$ cat config.mk
export PLATFORM = sky130hd
export DESIGN_NAME = alu_zero_selftest
export DESIGN_NICKNAME = d
export VERILOG_FILES = /design/src/rtl/alu_zero_selftest.sv
export SDC_FILE = /design/constraint.sdc
export NUM_CORES = 1
export LEC_CHECK = 0
export BUFFER_PORTS_ARGS = -buffer_cell sky130_fd_sc_hd__buf_2
export CORE_ASPECT_RATIO = 2
export CORE_UTILIZATION = 50
export DETAILED_ROUTE_END_ITERATION = 12
export PLACE_DENSITY_LB_ADDON = 0.2
export SLEW_MARGIN = 20
export SYNTH_ARGS = -nofsm -noshare
export SYNTH_HDL_FRONTEND = slang
export SYNTH_SLANG_ARGS = --single-unit
export TNS_END_PERCENT = 20
$ cat constraint.sdc
create_clock -name clk -period 6.8 [get_ports clk]
set_clock_uncertainty 0.2 [all_clocks]
set_input_delay 0.34 -clock clk [delete_from_list [all_inputs] [get_ports clk]]
set_output_delay 0.34 -clock clk [all_outputs]
set_load 0.03 [all_outputs]
$ cat src/rtl/alu_zero_selftest.sv
// alu_zero_selftest: sweeps dut_a 0..2^WIDTH-1, holds each SETTLE cycles, checks dut_c==(dut_a==0), reports busy/done/pass/err_count/first_err
module alu_zero_selftest #(
  parameter int WIDTH = 6,
  parameter int SETTLE = 2
) (
  input  logic             clk,
  input  logic             reset,
  input  logic             start,
  output logic [WIDTH-1:0] dut_a,
  input  logic [WIDTH-1:0] dut_c,
  output logic             busy,
  output logic             done,
  output logic             pass,
  output logic [WIDTH:0]   err_count,
  output logic [WIDTH-1:0] first_err
);
  typedef enum logic [1:0] {IDLE, DRIVE, CHECK, DONE} state_t;
  localparam logic [WIDTH-1:0] MAX = '1;
  localparam logic [3:0] LAST = 4'(SETTLE - 1);
  state_t state, state_n;
  logic [3:0] cnt, cnt_n;
  logic [WIDTH-1:0] a_n, fe_n, expected;
  logic [WIDTH:0] ec_n;
  logic bad;
  always_comb begin
    expected = WIDTH'(dut_a == '0);
    bad = !(dut_c === expected);
    state_n = state;
    cnt_n = cnt;
    a_n = dut_a;
    ec_n = err_count;
    fe_n = first_err;
    case (state)
      IDLE, DONE: if (start) begin
        state_n = DRIVE;
        cnt_n = '0;
        a_n = '0;
        ec_n = '0;
        fe_n = '0;
      end
      DRIVE: begin
        cnt_n = cnt + 4'd1;
        state_n = (cnt == LAST) ? CHECK : DRIVE;
      end
      default: begin
        ec_n = bad ? err_count + 1'b1 : err_count;
        fe_n = (bad && err_count == '0) ? dut_a : first_err;
        state_n = (dut_a == MAX) ? DONE : DRIVE;
        a_n = (dut_a == MAX) ? dut_a : dut_a + 1'b1;
        cnt_n = '0;
      end
    endcase
  end
  always_ff @(posedge clk) begin
    if (reset) begin
      state <= IDLE;
      cnt <= '0;
      dut_a <= '0;
      err_count <= '0;
      first_err <= '0;
      busy <= 1'b0;
      done <= 1'b0;
      pass <= 1'b0;
    end else begin
      state <= state_n;
      cnt <= cnt_n;
      dut_a <= a_n;
      err_count <= ec_n;
      first_err <= fe_n;
      busy <= (state_n == DRIVE) || (state_n == CHECK);
      done <= state_n == DONE;
      pass <= (state_n == DONE) && (ec_n == '0);
    end
  end
endmodule

==> flow_summary.json <==
{
  "worstSetupPathType": "flip-flop to flip-flop",
  "drive_gt1_share_pct": 19.0,
  "cts_tree": "done",
  "ys_types": 42,
  "synth_nets": 204,
  "grt_pass1_wl_um": 5670,
  "synth-async-reset-ratio_pct": 0,
  "critPathMaxFanout": 10,
  "grt_max_degree": 21,
  "crit_path_max_incr_delay_ns": 0.50,
  "synth_area_leaders": "dfxtp_1 (36%), ha_1 (7.3%), a21oi_1 (5.2%)",
  "post_cts.repair.setup_buffers": 0,
  "finalSetupTns_ns": 0,
  "start_kind": "flip-flop",
  "p_seq_share_pct": 50.9,
  "crit_cells": 8,
  "timing.final.crit_share_pct": 41.8,
  "place_area_um2": 1690,
  "outcome": "finished clean",
  "track_usage_pct": 24.2,
  "antenna_found_initial": 0,
  "rsz0062_at_grt": "false",
  "die_w_um": 41.2,
  "finalInstanceArea_um2": 1740,
  "synth_edf_count": 0,
  "finalSetupViolations": 0,
  "slew_headroom_pct": 63.9,
  "synth-seq-area-share_pct": 36.4,
  "yosysTopAreaCell": "dfxtp_1",
  "min_path_type": "input pin to flip-flop",
  "p_per_area_nw_per_um2": 196,
  "grt_overflow": 0,
  "slowest_stage": "or4b_1",
  "coreArea_um2": 2940,
  "io_buffer_count": 30,
  "cts_root_buf": "clkbuf_8",
  "io_pins": 31,
  "clk_pin_slew_ns": 0.09,
  "path_cells": "inv_1, ha_1, or4b_1, nand4bb_1, and2_4, a41o_1, a21oi_4, a22o_1",
  "syn-instance-count": 186,
  "clock_path_buffers": 2,
  "hold_violations": 0,
  "ys.flop_type": "dfxtp_1",
  "critPathBufInv": 1,
  "post-dp-hpwl_um": 2850,
  "power.leakage_nw": 0.747,
  "fmax_mhz": 352,
  "cts_made_buffers": 3,
  "routed_wl_um": 3760,
  "vias_per_cell": 6.14,
  "die_h_um": 80.5,
  "drt_iter0_drc": 66,
  "grt_pass1_vias": 1312,
  "drtPass1Iterations": 5,
  "initial_core_util_pct": 52.3,
  "dp_cells": 237,
  "worstPathRequired_ns": 6.82,
  "ys_seq_elements": 28,
  "cap_violations": 0,
  "p_sw_mw": 0.0979,
  "synth_top_area_share_pct": 36.4,
  "ctsHoldBuffers": 0,
  "syn_to_final_growth_pct": 13.0,
  "clock_latency_ns": 0.27,
  "die_area_um2": 3320,
  "worstMarginPinSlew_ns": 0.541,
  "gp_congestion": 0.866,
  "clock-sinks": 28,
  "ys.warnings.count": 0,
  "fin_nets": 230,
  "intPower_mw": 0.244,
  "rows": 28,
  "yosysMostFrequentCell": "dfxtp_1",
  "p_sw_share_pct": 28.7,
  "drv_slew": 0,
  "antennaDiodeCount": 0,
  "ant_nets": 0,
  "hold_depth": 3,
  "layoutNonFillerInstCount": 241,
  "synth.top_cells.by_count": "dfxtp_1 (28), nor2_1 (21), a21oi_1 (16)",
  "routedWlPerCell_um": 15.6,
  "drc": 0,
  "ir_worst_vdd_mv": 0.132,
  "end_kind": "flip-flop",
  "pwr-share-comb_pct": 19.2,
  "synth_area_um2": 1540,
  "avgSynthCellArea_um2": 8.28,
  "ff2ff_path_depth": 8,
  "vias": 1480,
  "period_needed_ns": 2.84,
  "cts_resized": 0,
  "htree_levels": 1,
  "crit_arrival_ns": 2.86,
  "worst_path_dominant_cell_family": "simple AND/OR/NAND/NOR gates",
  "clockPowerShare_pct": 29.9
}
==> layer usage <==
metal / track usage [%] / part of all wire, % / up-vias
met5: 0 / 0 / -
met4: 8.06 / 1.7 / 0
met3: 2.76 / 3.7 / 10
met2: 45.9 / 57 / 50
met1: 24.0 / 37 / 702
li1: - / - / 718
==> kinds of logic after synthesis <==
logic type               share of synthesized area [%]
AND/OR/NAND/NOR                                   26.0
AO/OA/AOI/OAI                                     22.8
flip-flops                                        36.4
buffers and inverters                             5.20
adder cells (fa/ha/maj)                           7.31
XOR/XNOR                                          2.27
==> placed cells by master, fill, tap and decap left out, types with 3 or more instances in the layout <==
cell	Yosys	final
dfxtp_1	28	28
nor2b_1	9	9
a22o_1	6	6
buf_2	1	30
o211ai_1	3	3
nand2_1	12	12
nand3_1	8	8
clkbuf_8	0	4
o21ai_1	3	3
nor3_1	7	7
a31oi_1	5	5
nand4_1	4	4
nor2_1	21	21
o21ai_0	3	3
ha_1	9	9
xor2_1	4	4
and3_1	3	3
a21oi_1	16	16
inv_1	10	10
==> power groups by stage <==
stage | Clock, mW | Combinational (mW) | Sequential (mW)
6_report | 0.102 | 0.0655 | 0.174
5_1_grt | 0.110 | 0.0708 | 0.175
4_1_cts | 0.105 | 0.0654 | 0.174
3_5_place_dp | 0 | 0.0653 | 0.178
3_3_place_gp | 0 | 0.0637 | 0.177
2_1_floorplan | 0 | 0.0432 | 0.183
==> layout make-up <==
type | count | area [µm²]
fill | 288 | 1200
multi-input combinational | 139 | 900
sequential | 28 | 561
timing repair buffer | 30 | 150
clock buffer | 4 | 55.1
inverter | 10 | 37.5
tap | 30 | 37.5
==> metrics by stage <==
step	total power [mW]	utilization [%]	hold slack (ns)	setup WS, ns
4_1_cts	0.344	59.1	0.256	3.97
3_5_place_dp	0.243	57.3	0.265	4.00
2_1_floorplan	0.226	-	0.223	4.22
6_report	0.342	59.1	0.262	3.96
5_1_grt	0.355	59.1	0.285	3.82
3_3_place_gp	0.241	57.3	0.255	4.04
==> worst reg2reg max path: stages, from the launching register on <==
cell,delay [ns]
dfxtp_1,0.39
inv_1,0.11
ha_1,0.16
or4b_1,0.50
nand4bb_1,0.45
and2_4,0.35
a41o_1,0.22
a21oi_4,0.24
a22o_1,0.18
==> registers in the layout (all words and copies together) (netlist names) <==
name       cells
busy           1
done           1
cnt            4
pass           1
err_count      7
state          2
dut_a          6
first_err      6
==> worst paths after layout <==
check / from / to / slack, ns
min reg2reg: first_err[0] / first_err[0] / 0.28
max: dut_a[0] / first_err[5] / 3.96
min: start / state[0] / 0.26
max reg2reg: dut_a[0] / first_err[5] / 3.96
No activity file was read; power rests on OpenSTA's default activity.
